## src/rtl/axis_rr_arbiter4.sv

```systemverilog
// axis_rr_arbiter4 -- four-input AXI-Stream packet arbiter with round-robin
// grant and a two-entry registered output FIFO.
// Packet boundaries are respected: once a port wins it keeps the grant until
// its tlast beat is accepted. Each IDLE arbitration cycle inserts one bubble
// between packets.
// Optional feature macro: ARB_PKT_CNT_EN enables the four 16-bit per-port
// packet counters on pkt_cnt. When it is undefined, pkt_cnt is tied to zero.
module axis_rr_arbiter4 #(
  parameter int DATA_W = 32
) (
  input  logic                  axis_aclk,
  input  logic                  axis_areset,
  input  logic [4*DATA_W-1:0]   s_axis_tdata,
  input  logic [3:0]            s_axis_tvalid,
  output logic [3:0]            s_axis_tready,
  input  logic [3:0]            s_axis_tlast,
  output logic [DATA_W-1:0]     m_axis_tdata,
  output logic                  m_axis_tvalid,
  input  logic                  m_axis_tready,
  output logic                  m_axis_tlast,
  output logic [1:0]            m_axis_tid,
  output logic                  busy,
  output logic [63:0]           pkt_cnt
);

  localparam logic [0:0] ST_IDLE = 1'b0;
  localparam logic [0:0] ST_LOCK = 1'b1;

  genvar gi;

  logic [0:0]        state_reg;
  logic [1:0]        ptr_reg;
  logic [1:0]        grant_reg;

  // Slot 0 is the head and drives m_axis directly. Slot 1 holds the second beat.
  logic              head_valid_reg;
  logic [DATA_W-1:0] head_data_reg;
  logic              head_last_reg;
  logic [1:0]        head_tid_reg;
  logic              tail_valid_reg;
  logic [DATA_W-1:0] tail_data_reg;
  logic              tail_last_reg;
  logic [1:0]        tail_tid_reg;

  logic [DATA_W-1:0] s_data [4];
  logic              fifo_full;
  logic              accept;
  logic              pop;
  logic              grant_last;
  logic              pick_found;
  logic [1:0]        pick_idx;

  generate
    for (gi = 0; gi < 4; gi++) begin : gen_unpack
      assign s_data[gi] = s_axis_tdata[gi*DATA_W +: DATA_W];
    end
  endgenerate

  assign fifo_full  = head_valid_reg & tail_valid_reg;
  assign grant_last = s_axis_tlast[grant_reg];
  assign accept     = (state_reg == ST_LOCK) & s_axis_tvalid[grant_reg] & ~fifo_full;
  assign pop        = head_valid_reg & m_axis_tready;
  assign busy       = (state_reg == ST_LOCK);

  assign m_axis_tvalid = head_valid_reg;
  assign m_axis_tdata  = head_data_reg;
  assign m_axis_tlast  = head_last_reg;
  assign m_axis_tid    = head_tid_reg;

  // Round-robin search: the first valid port at or after ptr wins.
  always_comb begin
    logic [1:0] cand;
    pick_found = 1'b0;
    pick_idx   = ptr_reg;
    cand       = ptr_reg;
    for (int k = 0; k < 4; k++) begin
      cand = ptr_reg + 2'(k);
      if (!pick_found && s_axis_tvalid[cand]) begin
        pick_found = 1'b1;
        pick_idx   = cand;
      end
    end
  end

  // Only the granted port sees ready. It is held off while the output FIFO is full.
  always_comb begin
    s_axis_tready = 4'b0000;
    if (state_reg == ST_LOCK) begin
      s_axis_tready[grant_reg] = ~fifo_full;
    end
  end

  // Grant FSM: lock onto a port in IDLE, and release it after the accepted tlast beat.
  always_ff @(posedge axis_aclk or posedge axis_areset) begin
    if (axis_areset) begin
      state_reg <= ST_IDLE;
      ptr_reg   <= 2'd0;
      grant_reg <= 2'd0;
    end else begin
      case (state_reg)
        ST_IDLE: begin
          if (pick_found) begin
            state_reg <= ST_LOCK;
            grant_reg <= pick_idx;
          end
        end
        default: begin
          if (accept && grant_last) begin
            state_reg <= ST_IDLE;
            ptr_reg   <= grant_reg + 2'd1;
          end
        end
      endcase
    end
  end

  // Two-entry output FIFO. A push and a pop together are only possible with
  // one entry present, so the head is simply replaced in that case.
  always_ff @(posedge axis_aclk or posedge axis_areset) begin
    if (axis_areset) begin
      head_valid_reg <= 1'b0;
      head_data_reg  <= '0;
      head_last_reg  <= 1'b0;
      head_tid_reg   <= 2'd0;
      tail_valid_reg <= 1'b0;
      tail_data_reg  <= '0;
      tail_last_reg  <= 1'b0;
      tail_tid_reg   <= 2'd0;
    end else if (pop) begin
      if (tail_valid_reg) begin
        head_data_reg  <= tail_data_reg;
        head_last_reg  <= tail_last_reg;
        head_tid_reg   <= tail_tid_reg;
        tail_valid_reg <= 1'b0;
      end else if (accept) begin
        head_data_reg  <= s_data[grant_reg];
        head_last_reg  <= grant_last;
        head_tid_reg   <= grant_reg;
      end else begin
        head_valid_reg <= 1'b0;
      end
    end else if (accept) begin
      if (!head_valid_reg) begin
        head_valid_reg <= 1'b1;
        head_data_reg  <= s_data[grant_reg];
        head_last_reg  <= grant_last;
        head_tid_reg   <= grant_reg;
      end else begin
        tail_valid_reg <= 1'b1;
        tail_data_reg  <= s_data[grant_reg];
        tail_last_reg  <= grant_last;
        tail_tid_reg   <= grant_reg;
      end
    end
  end

`ifdef ARB_PKT_CNT_EN
  generate
    for (gi = 0; gi < 4; gi++) begin : gen_cnt
      logic [15:0] cnt_reg;
      // Count every accepted end-of-packet beat from this port. The counter wraps naturally.
      always_ff @(posedge axis_aclk or posedge axis_areset) begin
        if (axis_areset) begin
          cnt_reg <= 16'd0;
        end else if (accept && grant_last && (grant_reg == 2'(gi))) begin
          cnt_reg <= cnt_reg + 16'd1;
        end
      end
      assign pkt_cnt[16*gi +: 16] = cnt_reg;
    end
  endgenerate
`else
  assign pkt_cnt = 64'd0;
`endif

endmodule

```

## config.mk

```make
export PLATFORM = sky130hd
export DESIGN_NAME = axis_rr_arbiter4
export DESIGN_NICKNAME = d
export VERILOG_FILES = /design/src/rtl/axis_rr_arbiter4.sv
export SDC_FILE = /design/constraint.sdc
export NUM_CORES = 1
export LEC_CHECK = 0
export CAP_MARGIN = 15
export CORE_MARGIN = 2
export CORE_UTILIZATION = 37
export CTS_CLUSTER_SIZE = 8
export DETAILED_ROUTE_END_ITERATION = 10
export PLACE_DENSITY = 0.78
export SLEW_MARGIN = 10
export SYNTH_ARGS = -nofsm -noshare
export SYNTH_HDL_FRONTEND = slang
export SYNTH_SLANG_ARGS = --single-unit
```

## constraint.sdc

```tcl
create_clock -name axis_aclk -period 3.1 [get_ports axis_aclk]
set_clock_uncertainty 0.05 [all_clocks]
set_input_delay 0.93 -clock axis_aclk [delete_from_list [all_inputs] [get_ports axis_aclk]]
set_output_delay 0.93 -clock axis_aclk [all_outputs]
set_load 0.1 [all_outputs]
```

After elaboration in Yosys (flattened, before gate mapping) --
Cells that the tools add are included.
Storage, ports and cells: flip-flop bits (word level) 77, input bits 139
Operators by class: add/subtract/negate cells 4, order comparisons 7, eq/ne operators 3, mux-type cells 50, bitwise gates (word level) 9, reduce and logical (&&, ||, !) cells 17
Operators with widths (count):
- 32-bit two-way mux | 7
- 32-bit binary-select mux with 2-bit select | 1
- 1-bit two-way mux | 26
- 2-bit two-way mux | 8
- 2-bit by 3-bit less-than comparator with 1-bit output (second input constant) | 5
- 1-bit binary-select mux with 2-bit select | 6
- 3-bit AND reduction | 3
- 2-bit AND reduction | 3
- 2-bit nonzero test | 3
- 1-bit logical AND | 5
- 2-bit by 1-bit adder with 2-bit output (second input constant) | 2
- 2-bit adder (second input constant) | 2
- 1-bit bitwise AND | 4
- 4-bit bitwise AND | 1
- 4-bit two-way mux | 1
- 2-bit inequality test (second input constant) | 2
- 3-bit >= comparator (second input constant) | 1
- 1-bit logical NOT | 3
- 1-bit NOT | 3
- 2-bit NOT with 3-bit output | 1
- 1-bit demux with 2-bit select | 1
- 2-bit by 1-bit >= comparator with 1-bit output (second input constant) | 1
- 2-bit by 1-bit inequality test with 1-bit output (second input constant) | 1

Logic depth before layout (Yosys ltp) --
depth after elaboration 14, gate-level depth with buffers 9, depth with buffers taken out 7

Worst setup path after synthesis --
Ideal clock, no wire load.
path type register -> output, start point register state_reg (netlist: busy), end point output port s_axis_tready[1], data arrival time 1.927 ns, slack 0.193 ns, stages on the path, launching flop included 2, buffers on the path 0, cell sequence dfrtp_1 -> and3_1
On the way: word-level cells in the longest chain between the ends 1
Ends and longest elaborated chain:
- from (decl) | RTL line 31 | logic [0:0] state_reg;
- from (signal assigned) | RTL line 96 | state_reg <= ST_IDLE;
- from (signal assigned) | RTL line 103 | state_reg <= ST_LOCK;
- from (signal assigned) | RTL line 109 | state_reg <= ST_IDLE;
- 4-bit two-way mux | RTL line 88 | if (state_reg == ST_LOCK) begin
- to (decl) | RTL line 15 | output logic [3:0] s_axis_tready,
No other way between the ends.

Worst setup path after layout --
start point input port s_axis_tvalid[1], end point register head_data_reg[9] (netlist: m_axis_tdata[9])
On the way: word-level cells in the longest chain between the ends 6, elaborated cells between the ends (all ways) 7, classes of those cells mux: 2; bitwise: 2; reduce/logical: 3
Ends and longest elaborated chain:
- from (decl) | RTL line 14 | input logic [3:0] s_axis_tvalid,
- 1-bit binary-select mux with 2-bit select (*) | RTL line 61 | assign accept = (state_reg == ST_LOCK) & s_axis_tvalid[grant_reg] & ~fifo_full;
- 1-bit two-way mux (implied by the code) (*) | RTL line 61
- 1-bit bitwise AND (*) (2 in series) | RTL line 61
- 2-bit nonzero test (no line)
- 3-bit AND reduction (no line) (*)
- to (signal assigned) | RTL line 131 | head_data_reg <= tail_data_reg;
- to (signal assigned) | RTL line 136 | head_data_reg <= s_data[grant_reg];
- to (signal assigned) | RTL line 145 | head_data_reg <= s_data[grant_reg];
- to (decl) | RTL line 37 | logic [DATA_W-1:0] head_data_reg;
Mark *: on every way between the ends. The rest lies on a longest branch, timed or not. The select of a mux whose other input is x is not followed. A chain may end at the register's enable or synchronous reset.

==> results.md <==
- Leakage power: 3.00 nW
- Filler instances: 1072
- Starting Density: 0.380
- Core Area: 0.0126 mm²
- Placed cell count: 696
- Max Cap Viol: 0
- Hold path depth: 1
- CTS Sinks: 77
- First-pass detailed-route iteration total: 6
- Cell Pwr Density: 1220 mW/mm²
- Register cell area after layout: 0.00193 mm²
- R2R Path Start: grant_reg[1]$_DFFE_PP0P_
- Top cells by area, synth: dfrtp_1 40%, mux2_2 16%, mux4_2 15%
- Initial antenna violation count: 0
- Dominant cell type by area after synthesis: dfrtp_1
- Avg Cell Area, Syn: 13.7 µm²
- Drt drc: 0
- Worst setup SP type: input pin
- Remaining global-route overflow: 0
- Final net count: 679
- DR WL met2: 6.05 mm
- Cell area after synthesis: 0.00480 mm²
- Via-to-Cell Ratio: 4.75
- First-pass GRT wire length: 18.6 mm
- DP Area: 0.00658 mm²
- Flop2flop setup slack: 840 ps
- Vias: 3381
- Hold EP: tail_data_reg[3]$_DFFE_PP0P_
- R2r worst-path depth: 8
- Setup TNS: 0 ps
- Prevailing post-synth register cell: dfrtp_1
- DR top layer: met4
- Netlist cell types: 31
- Met3 Routed Length: 850 µm
- FFs w/ async S/R, synth: 1.00
- Hold Vio Cnt, Final: 0
- Die span in y: 118 µm
- Worst-path clk slew: 60 ps
- Share of cells above drive strength 1: 0.331
- DRT met1 WL: 4.41 mm
- Routability cong.: 0.769
- Post-route ant nets: 0
- Die Width: 118 µm
- Rel. slew slack: 0.561
- Avg WL per Cell: 16.2 µm
- Max FO, Critical Path: 10
- Ant diodes: 0
- Largest net degree at the start of global routing: 38
- Synth-to-Final Area Change: 44.3%
- Later-pin clock latency in the skew report: 330 ps
- Setup violators final: 0
- Crit path DAT: 2840 ps
- Commonest non-fill, non-tap cell in the layout: clkdlybuf4s50_1
- Post-CTS sizing: 0
- # rows: 41
- Root buffer cell: clkbuf_16
- Worst hold-check path type: flop to flop
- R2r endpoint: m_axis_tdata[9]$_DFFE_PP0P_
- Ys Warns: 0
- RSZ-0062 raised after global routing: false
- Crit Path Category: input pin to flop
- Iter 0 DRT Violations: 48
- Cts hold-fix bufs: 0
- DP HPWL: 9.28 mm
- Hold path startpoint: tail_data_reg[3]$_DFFE_PP0P_
- Flops & latches, synth: 77
- IO Pins: 244
- CTS tree: built
- Vias in the first global route: 3622
- Crit path capture type: flop
- H-Tree Depth: 3
- Full die area: 0.0139 mm²
- Max Slew Vio Count: 0
- Setup bufs post-CTS: 0
- Status: complete, no violations
- Final instance area: 0.00692 mm²
- Tmin final: 2680 ps
- Longest Clk Path Bufs: 2
- Fin crit share: 0.863
- Post-synthesis sequential area ratio: 0.402
- TritonCTS Buffers: 9
- Worst path required time: 3260 ps
- Total track usage: 0.169
- Non-Filler Instances: 712
- Worst VDD drop: 0.598 mV
- Most frequent cells in the layout: 138 x clkdlybuf4s50_1, 75 x dfrtp_1, 70 x mux2_2
- Cells after Synth: 350
- FMAX: 374 MHz
- Top cell type's share of synthesized area: 0.402
- Worst slew pin tran: 657 ps
- Area taken by multi-input logic gates: 0.00250 mm²
- I/O Buffers: 179
- Post-synth EDFFs: 0
- Drt total wl: 11.5 mm
[synth_stat cells (3+ instances only)]
master	count
buf_6	3
o21ai_0	4
and3_1	4
buf_4	67
mux2_2	70
nand2b_1	3
dfrtp_1	77
clkbuf_1	5
mux2i_1	3
mux2_1	36
buf_2	5
inv_1	8
ha_1	5
mux4_2	33
nand2_1	5
nor2_1	4
[worst max-delay path: stages]
cell             delay [ps]
clkdlybuf4s50_1         550
mux2i_1                 110
o22ai_2                 170
nand2_1                  80
ha_1                    190
nor2_1                  190
o21ai_4                 100
buf_4                   190
mux2_1                  320
[final cells by class]
class	count	share of cell area
sequential	77	0.279
timing repair buffer	192	0.274
tap	172	0.0311
inverter	8	0.00452
clock inverter	6	0.0161
clock buffer	10	0.0331
multi-input combinational	247	0.362
[through the flow]
| step | power, mW | hold WS, ps | utilization | setup WS, ps |
|---|---|---|---|---|
| floorplan | 6.08 | 410 | - | 153 |
| global placement | 7.17 | 419 | 0.521 | 108 |
| detailed placement | 7.31 | 431 | 0.521 | 78.1 |
| CTS | 8.52 | 444 | 0.548 | 410 |
| global route | 8.84 | 456 | 0.548 | 308 |
| finish | 8.42 | 439 | 0.548 | 424 |
[cell families after synthesis]
logic type | count (synthesis) | synth area share
buf+inv | 89 | 0.128
simple gates | 23 | 0.0274
compound gates | 13 | 0.0190
other cells | 1 | 0.000782
flops | 77 | 0.402
fa+ha+maj | 5 | 0.0130
mux | 142 | 0.410
[layer usage]
metal / GRT usage / vias to the layer above
met1: 0.194 / 1672
li1: - / 1522
met4: 0.0602 / 0
met3: 0.0431 / 16
met2: 0.303 / 171
met5: 0 / -
[where the power goes]
part           switching, mW  internal (mW)  leakage [nW]
combinational           3.43           1.91          1.92
sequential             0.357           1.54         0.912
clock                  0.402          0.786         0.163
total                   4.19           4.23          3.00
[how the worst max path moves through the flow]
| stage | start | slack, ps | to |
|---|---|---|---|
| floorplan | axis_areset | 150 | busy$_DFF_PP0_ |
| global placement | s_axis_tvalid[1] | 110 | m_axis_tdata[7]$_DFFE_PP0P_ |
| detailed placement | s_axis_tvalid[1] | 80 | m_axis_tdata[3]$_DFFE_PP0P_ |
| CTS | grant_reg[1]$_DFFE_PP0P_ | 410 | s_axis_tready[1] |
| global route | s_axis_tvalid[3] | 310 | m_axis_tdata[11]$_DFFE_PP0P_ |
| finish | s_axis_tvalid[1] | 420 | m_axis_tdata[9]$_DFFE_PP0P_ |
Note: power is estimated with default switching activity, not from simulation.
